$ cat src/rtl/cart_mem_pkg.sv
// Shared definitions for the cartridge memory arbiter: FSM encoding,
// requester indices and the data returned by an aborted read.
package cart_mem_pkg;

    typedef enum logic [1:0] {
        ST_IDLE  = 2'd0,
        ST_ISSUE = 2'd1,
        ST_WAIT  = 2'd2
    } state_t;

    localparam logic [1:0] PORT_S0 = 2'd0;
    localparam logic [1:0] PORT_S1 = 2'd1;
    localparam logic [1:0] PORT_LD = 2'd2;

    localparam logic [7:0] ABORT_DATA = 8'hFF;

endpackage

$ cat src/rtl/cart_mem_req_latch.sv
// Per-requester pending register. Holds one outstanding request; a strobe
// while busy is dropped and flagged. The clear input is the requester's
// completion pulse, so a strobe in that same cycle is accepted as new work.
module cart_mem_req_latch #(
    parameter int ADDR_W = 25
) (
    input  logic              clk,
    input  logic              reset,
    input  logic              i_rd,
    input  logic              i_wr,
    input  logic [ADDR_W-1:0] i_addr,
    input  logic [7:0]        i_din,
    input  logic              i_clr,
    output logic              o_pending,
    output logic [ADDR_W-1:0] o_addr,
    output logic [7:0]        o_din,
    output logic              o_is_wr,
    output logic              o_overrun
);

    logic              r_pending;
    logic [ADDR_W-1:0] r_addr;
    logic [7:0]        r_din;
    logic              r_is_wr;
    logic              w_strobe;
    logic              w_accept;

    assign w_strobe  = i_rd | i_wr;
    assign w_accept  = w_strobe & (~r_pending | i_clr);
    assign o_overrun = w_strobe & r_pending & ~i_clr;

    // Capture a new request, or drop the pending flag on completion.
    always_ff @(posedge clk) begin
        if (reset) begin
            r_pending <= 1'b0;
            r_addr    <= {ADDR_W{1'b0}};
            r_din     <= 8'h00;
            r_is_wr   <= 1'b0;
        end else if (w_accept) begin
            r_pending <= 1'b1;
            r_addr    <= i_addr;
            r_din     <= i_din;
            r_is_wr   <= i_wr;
        end else if (i_clr) begin
            r_pending <= 1'b0;
        end
    end

    assign o_pending = r_pending;
    assign o_addr    = r_addr;
    assign o_din     = r_din;
    assign o_is_wr   = r_is_wr;

endmodule

$ cat src/rtl/cart_mem_arbiter.sv
// Shares one cartridge memory port between two slot mappers and the ROM
// loader. Loader wins outright; the slots alternate. One transaction is in
// flight at a time and is aborted with 8'hFF data if memory never answers.
module cart_mem_arbiter
    import cart_mem_pkg::*;
#(
    parameter int ADDR_W  = 25,
    parameter int TIMEOUT = 255
) (
    input  logic              clk,
    input  logic              reset,
    input  logic [ADDR_W-1:0] s0_addr,
    input  logic              s0_rd,
    input  logic              s0_wr,
    input  logic [7:0]        s0_din,
    output logic [7:0]        s0_dout,
    output logic              s0_ready,
    input  logic [ADDR_W-1:0] s1_addr,
    input  logic              s1_rd,
    input  logic              s1_wr,
    input  logic [7:0]        s1_din,
    output logic [7:0]        s1_dout,
    output logic              s1_ready,
    input  logic [ADDR_W-1:0] ld_addr,
    input  logic              ld_wr,
    input  logic [7:0]        ld_data,
    output logic              ld_ack,
    output logic [ADDR_W-1:0] mem_addr,
    output logic [7:0]        mem_din,
    output logic              mem_rd,
    output logic              mem_wr,
    input  logic [7:0]        mem_dout,
    input  logic              mem_ready,
    output logic              overrun,
    output logic              timeout
);

    // Last wait-counter value before the transaction is abandoned.
    localparam logic [7:0] TO_LAST = 8'(TIMEOUT - 1);

    logic              w_s0_pend, w_s1_pend, w_ld_pend;
    logic [ADDR_W-1:0] w_s0_addr, w_s1_addr, w_ld_addr;
    logic [7:0]        w_s0_din, w_s1_din, w_ld_din;
    logic              w_s0_is_wr, w_s1_is_wr, w_ld_is_wr;
    logic              w_s0_ovr, w_s1_ovr, w_ld_ovr;
    logic              w_s0_elig, w_s1_elig, w_ld_elig;

    logic              w_sel_valid;
    logic [1:0]        w_sel_port;
    logic [ADDR_W-1:0] w_sel_addr;
    logic [7:0]        w_sel_din;
    logic              w_sel_wr;
    logic              w_done;
    logic              w_abort;
    logic [7:0]        w_done_data;

    state_t            r_state;
    logic [1:0]        r_port;
    logic              r_is_wr;
    logic              r_rr;
    logic [7:0]        r_cnt;
    logic [ADDR_W-1:0] r_mem_addr;
    logic [7:0]        r_mem_din;
    logic              r_mem_rd, r_mem_wr;
    logic              r_s0_ready, r_s1_ready, r_ld_ack;
    logic [7:0]        r_s0_dout, r_s1_dout;
    logic              r_overrun, r_timeout;

    cart_mem_req_latch #(.ADDR_W(ADDR_W)) u_s0_req (
        .clk(clk), .reset(reset), .i_rd(s0_rd), .i_wr(s0_wr), .i_addr(s0_addr),
        .i_din(s0_din), .i_clr(r_s0_ready), .o_pending(w_s0_pend), .o_addr(w_s0_addr),
        .o_din(w_s0_din), .o_is_wr(w_s0_is_wr), .o_overrun(w_s0_ovr)
    );

    cart_mem_req_latch #(.ADDR_W(ADDR_W)) u_s1_req (
        .clk(clk), .reset(reset), .i_rd(s1_rd), .i_wr(s1_wr), .i_addr(s1_addr),
        .i_din(s1_din), .i_clr(r_s1_ready), .o_pending(w_s1_pend), .o_addr(w_s1_addr),
        .o_din(w_s1_din), .o_is_wr(w_s1_is_wr), .o_overrun(w_s1_ovr)
    );

    cart_mem_req_latch #(.ADDR_W(ADDR_W)) u_ld_req (
        .clk(clk), .reset(reset), .i_rd(1'b0), .i_wr(ld_wr), .i_addr(ld_addr),
        .i_din(ld_data), .i_clr(r_ld_ack), .o_pending(w_ld_pend), .o_addr(w_ld_addr),
        .o_din(w_ld_din), .o_is_wr(w_ld_is_wr), .o_overrun(w_ld_ovr)
    );

    // A request whose completion pulse is showing is already served.
    assign w_s0_elig = w_s0_pend & ~r_s0_ready;
    assign w_s1_elig = w_s1_pend & ~r_s1_ready;
    assign w_ld_elig = w_ld_pend & ~r_ld_ack;

    // Pick the next requester: loader first, then alternate between slots.
    always_comb begin
        w_sel_valid = 1'b1;
        w_sel_port  = PORT_LD;
        if (w_ld_elig) begin
            w_sel_port = PORT_LD;
        end else if (w_s0_elig && w_s1_elig) begin
            w_sel_port = r_rr ? PORT_S1 : PORT_S0;
        end else if (w_s0_elig) begin
            w_sel_port = PORT_S0;
        end else if (w_s1_elig) begin
            w_sel_port = PORT_S1;
        end else begin
            w_sel_valid = 1'b0;
        end
    end

    // Route the chosen requester's pending request toward the memory port.
    always_comb begin
        w_sel_addr = w_ld_addr;
        w_sel_din  = w_ld_din;
        w_sel_wr   = w_ld_is_wr;
        case (w_sel_port)
            PORT_S0: begin
                w_sel_addr = w_s0_addr;
                w_sel_din  = w_s0_din;
                w_sel_wr   = w_s0_is_wr;
            end
            PORT_S1: begin
                w_sel_addr = w_s1_addr;
                w_sel_din  = w_s1_din;
                w_sel_wr   = w_s1_is_wr;
            end
            default: begin
                w_sel_addr = w_ld_addr;
                w_sel_din  = w_ld_din;
                w_sel_wr   = w_ld_is_wr;
            end
        endcase
    end

    // Decide whether the transaction in flight finishes now, and with what data.
    always_comb begin
        w_done      = 1'b0;
        w_abort     = 1'b0;
        w_done_data = mem_dout;
        if (r_state == ST_WAIT) begin
            if (mem_ready) begin
                w_done      = 1'b1;
                w_done_data = mem_dout;
            end else if (r_cnt == TO_LAST) begin
                w_done      = 1'b1;
                w_abort     = 1'b1;
                w_done_data = ABORT_DATA;
            end else begin
                w_done = 1'b0;
            end
        end else begin
            w_done = 1'b0;
        end
    end

    // Arbiter FSM: select, issue a one-cycle command, wait for completion.
    always_ff @(posedge clk) begin
        if (reset) begin
            r_state    <= ST_IDLE;
            r_port     <= PORT_S0;
            r_is_wr    <= 1'b0;
            r_rr       <= 1'b0;
            r_cnt      <= 8'd0;
            r_mem_addr <= {ADDR_W{1'b0}};
            r_mem_din  <= 8'h00;
            r_mem_rd   <= 1'b0;
            r_mem_wr   <= 1'b0;
            r_s0_ready <= 1'b0;
            r_s1_ready <= 1'b0;
            r_ld_ack   <= 1'b0;
            r_s0_dout  <= 8'h00;
            r_s1_dout  <= 8'h00;
            r_overrun  <= 1'b0;
            r_timeout  <= 1'b0;
        end else begin
            r_mem_rd   <= 1'b0;
            r_mem_wr   <= 1'b0;
            r_s0_ready <= 1'b0;
            r_s1_ready <= 1'b0;
            r_ld_ack   <= 1'b0;
            if (w_s0_ovr || w_s1_ovr || w_ld_ovr) begin
                r_overrun <= 1'b1;
            end
            case (r_state)
                ST_IDLE: begin
                    if (w_sel_valid) begin
                        r_port     <= w_sel_port;
                        r_is_wr    <= w_sel_wr;
                        r_mem_addr <= w_sel_addr;
                        r_mem_din  <= w_sel_din;
                        r_mem_rd   <= ~w_sel_wr;
                        r_mem_wr   <= w_sel_wr;
                        if (w_sel_port == PORT_S0) begin
                            r_rr <= 1'b1;
                        end else if (w_sel_port == PORT_S1) begin
                            r_rr <= 1'b0;
                        end
                        r_state <= ST_ISSUE;
                    end
                end
                ST_ISSUE: begin
                    r_cnt   <= 8'd0;
                    r_state <= ST_WAIT;
                end
                ST_WAIT: begin
                    if (w_done) begin
                        if (w_abort) begin
                            r_timeout <= 1'b1;
                        end
                        case (r_port)
                            PORT_S0: begin
                                r_s0_ready <= 1'b1;
                                if (!r_is_wr) begin
                                    r_s0_dout <= w_done_data;
                                end
                            end
                            PORT_S1: begin
                                r_s1_ready <= 1'b1;
                                if (!r_is_wr) begin
                                    r_s1_dout <= w_done_data;
                                end
                            end
                            default: r_ld_ack <= 1'b1;
                        endcase
                        r_state <= ST_IDLE;
                    end else begin
                        r_cnt <= r_cnt + 8'd1;
                    end
                end
                default: r_state <= ST_IDLE;
            endcase
        end
    end

    assign mem_addr = r_mem_addr;
    assign mem_din  = r_mem_din;
    assign mem_rd   = r_mem_rd;
    assign mem_wr   = r_mem_wr;
    assign s0_ready = r_s0_ready;
    assign s1_ready = r_s1_ready;
    assign ld_ack   = r_ld_ack;
    assign s0_dout  = r_s0_dout;
    assign s1_dout  = r_s1_dout;
    assign overrun  = r_overrun;
    assign timeout  = r_timeout;

endmodule

$ cat config.mk
export PLATFORM = sky130hd
export DESIGN_NAME = cart_mem_arbiter
export DESIGN_NICKNAME = d
export VERILOG_FILES = /design/src/rtl/cart_mem_pkg.sv /design/src/rtl/cart_mem_req_latch.sv /design/src/rtl/cart_mem_arbiter.sv
export SDC_FILE = /design/constraint.sdc
export NUM_CORES = 1
export LEC_CHECK = 0
export ABC_AREA = 0
export BUFFER_PORTS_ARGS = -buffer_cell sky130_fd_sc_hd__clkbuf_2
export CORE_UTILIZATION = 54
export DETAILED_ROUTE_END_ITERATION = 10
export GPL_ROUTABILITY_DRIVEN = 0
export HOLD_SLACK_MARGIN = 0.05
export MAX_ROUTING_LAYER = met4
export PLACE_DENSITY = 0.8
export SLEW_MARGIN = 20
export SYNTH_ARGS = -nofsm -noshare
export SYNTH_HDL_FRONTEND = slang
export SYNTH_HIERARCHICAL = 1
export SYNTH_SLANG_ARGS = --single-unit
$ cat constraint.sdc
create_clock -name clk -period 2.15 [get_ports clk]
set_input_delay 0.43 -clock clk [delete_from_list [all_inputs] [get_ports clk]]
set_output_delay 0.43 -clock clk [all_outputs]
set_load 0.01 [all_outputs]
==> summary.txt <==
Power and ir drop
  • Leakage power: approximately 3.5 nW
  • Overall power: 0.00797 W
  • VDD IR max: just under 700 uV
  • PwrDens: between 800 and 900 mW/mm2

Logic synthesis
  • Register area share after synthesis: 46.4%
  • FF+latch count, synth: between 150 and 200
  • Yosys top cell by area: dfxtp_1
  • Area contributors post-synth: dfxtp_1 46%, nand3b_1 10%, a21oi_1 9.5%
  • Post-synth top area share: 46.4%
  • Synthesized instance count: 863
  • Post-synth EDFFs: 0
  • Async set-reset flop share out of synthesis: 0%
  • Netlist cell types: 50
  • Synthesis Warnings: 6
  • Mapped cell area: 0.00755 mm2
  • Top FF cell, synth: dfxtp_1
  • Synthesized area per cell: 8.74 um2

STA
  • Setup TNS: 0 ns
  • Relative slew margins: 57.6%
  • Fmax: ~510 MHz
  • Final worst path period need: 1.98 ns
  • Final-report hold violation count: 0
  • Post-route clock period utilization: 92.1%
  • Setup violations, final: 0
  • Clock Skews: 0.00987 ns
  • RSZ-0062 raised after global routing: false
  • Hold slack: 0.238 ns
  • Pins Over Slew Limit: 0
  • Least-Margin Pin Slew: 0.620 ns

Layout
  • Layout cell share with drive strength beyond 1: 24.0%
  • Commonest non-fill, non-tap cell in the layout: dfxtp_1
  • Combined area of the multi-input logic cells: 0.00353 mm2
  • Storage cell area: 0.00350 mm2
  • Diode count: 0
  • Final #Nets: 1111
  • # fillers: 1190
  • Area delta synth->final: 19.4%
  • Most frequent cells in the layout: 175 x dfxtp_1, 169 x clkbuf_2, 143 x a21oi_1, 114 x o21ai_0, 102 x nand3b_1

Floorplan
  • DIE AREA: 0.0145 mm2
  • Die Span X: 120 um
  • Die Y: 120 um
  • Core area: approximately 0.013 mm2
  • # rows: 42
  • IO Count: 171
  • Starting Density: a little under three fifths

Detailed routing
  • Routed Antenna Nets: 0
  • Routed via count: just over 7000
  • TritonRoute pass-1 iters: 5
  • Final WL: 21.1 mm
  • DRC: 0
  • Drt wl/cell: 17.8 um
  • DRT iter0 DRCs: 718
  • Vias/cell: between 6 and 7

Global route
  • Remaining global-route overflow: 0
  • First-pass GRT wire length: 32.8 mm
  • Initial antenna violation count: 0
  • Pin count of the biggest net entering global routing: 141
  • GRT Util Overall: 30.2%
  • Vias in the first global route: 6565

Clock network
  • Worst skew pair latency: 0.43 ns
  • Clk slew on worst S/H paths: about 0.070 ns
  • Root buf cell: clkbuf_16
  • Clock sink count: 175
  • CTS buffer count: 17
  • TritonCTS clock tree: done
  • CTS Hold Bufs: 0
  • PostCTS Resize Cnt: 0
  • CTS H-tree depth: 4
  • Post-CTS setup buffers: 0
  • Clock tree buffer depth: 2

Hold path
  • Worst hold path type: input port to flip-flop

Placed design
  • Post-DP HPWL: 14.2 mm
  • Number of port buffers: 170

Critical path
  • Critical Path End Type: flip-flop
  • CP max-delay cell: a222oi_1
  • Worst path cell trace: nor2b_2 -> a2111oi_4 -> buf_4 -> a222oi_1 -> a21oi_1
  • CP Data Required Time: 2.45 ns
  • Crit Path Class: flip-flop to flip-flop
  • Crit path arrival time: 2.28 ns
  • Crit-path max cell delay: roughly 0.56 ns
  • Startpoint types: flip-flop
  • Critical path peak fanout: 9

Job
  • Max-capacitance violation count: 0

Status
  • Status: finished, final reports clean
==> power by group <==
group / internal [W] / total [W] / switching, W / leakage [nW]
registers: 0.00349 / 0.00366 / 0.000177 / 1.44
clock network: 0.00181 / 0.00311 / 0.00130 / 0.290
logic: 0.000487 / 0.00119 / 0.000707 / 1.77
total: 0.00579 / 0.00797 / 0.00218 / 3.50
==> flip-flops by register name (all words and copies together), names as in the netlist, 2 cells and up <==
name,count
u_s0_req/o_din,8
r_port,2
r_state,2
u_ld_req/o_din,8
r_cnt,8
u_s1_req/o_din,8
mem_addr,25
u_s0_req/o_addr,25
u_s1_req/o_addr,25
mem_din,8
u_ld_req/o_addr,25
s0_dout,8
s1_dout,8
==> routing by layer <==
layer / GRT usage (%) / share of wire (%)
met2: 48.4 / 49
met4: 15.6 / 4.0
met5: - / 0
met1: 36.6 / 40
met3: 5.14 / 6.9
==> worst paths after layout <==
check / start / to / slack (ns) / cells after the start
setup reg to reg: u_ld_req/o_pending / r_is_wr / 0.17 / 5
hold reg to reg: u_s1_req/o_addr[16] / mem_addr[16] / 0.45 / 2
setup / recovery: u_ld_req/o_pending / r_is_wr / 0.17 / 5
hold / removal: ld_addr[15] / u_ld_req/o_addr[15] / 0.24 / 3
==> per-stage QoR <==
stage | setup WS [ns] | cells | area (um2) | utilization [%]
3_5_place_dp | 0.225 | 1151 | 8410 | 62.5
6_report | 0.170 | 1183 | 9010 | 67.0
3_3_place_gp | 0.264 | 1151 | 8410 | 62.5
2_1_floorplan | 0.514 | 864 | 7550 | -
4_1_cts | 0.223 | 1183 | 9010 | 67.0
5_1_grt | 0.00245 | 1183 | 9010 | 67.0
==> cell usage after synthesis, types with 6 or more instances <==
master,n
dfxtp_1,175
a21oi_1,143
o21ai_0,114
nand3b_1,102
nand2_1,42
clkbuf_1,33
buf_2,22
a211oi_1,21
nor2_1,20
a221oi_1,19
o21ai_1,19
and3_1,16
a31oi_1,13
o22ai_1,13
buf_4,12
buf_6,12
nor2b_1,12
inv_1,10
clkbuf_2,9
nand2b_1,6
==> critical path, delay by kind of cell, from the launching register on <==
kind	cells	cell delay (ns)
compound gates	3	0.81
flops	1	0.37
simple gates	1	0.47
buf+inv	1	0.20
==> final cells by class <==
cell class / count / area share [%]
clock buffers: 21 / 5.22
clock inverters: 11 / 1.43
inverters: 10 / 0.417
multi-input cells: 591 / 39.2
flip-flops and latches: 175 / 38.9
well taps: 176 / 2.44
repair buffers: 199 / 12.4
==> kinds of logic (layout without fill, tap and decap cells) <==
kind of cell,after synthesis,in the layout,share of synthesized area (%)
AO/OA/AOI/OAI,361,361,27.3
XOR/XNOR,1,1,0.116
adder cells (fa/ha/maj),2,2,0.332
buffers and inverters,98,241,7.18
flip-flops,175,175,46.4
other,1,2,0.0497
AND/OR/NAND/NOR,225,225,18.6
No activity file was read; power rests on OpenSTA's default activity.
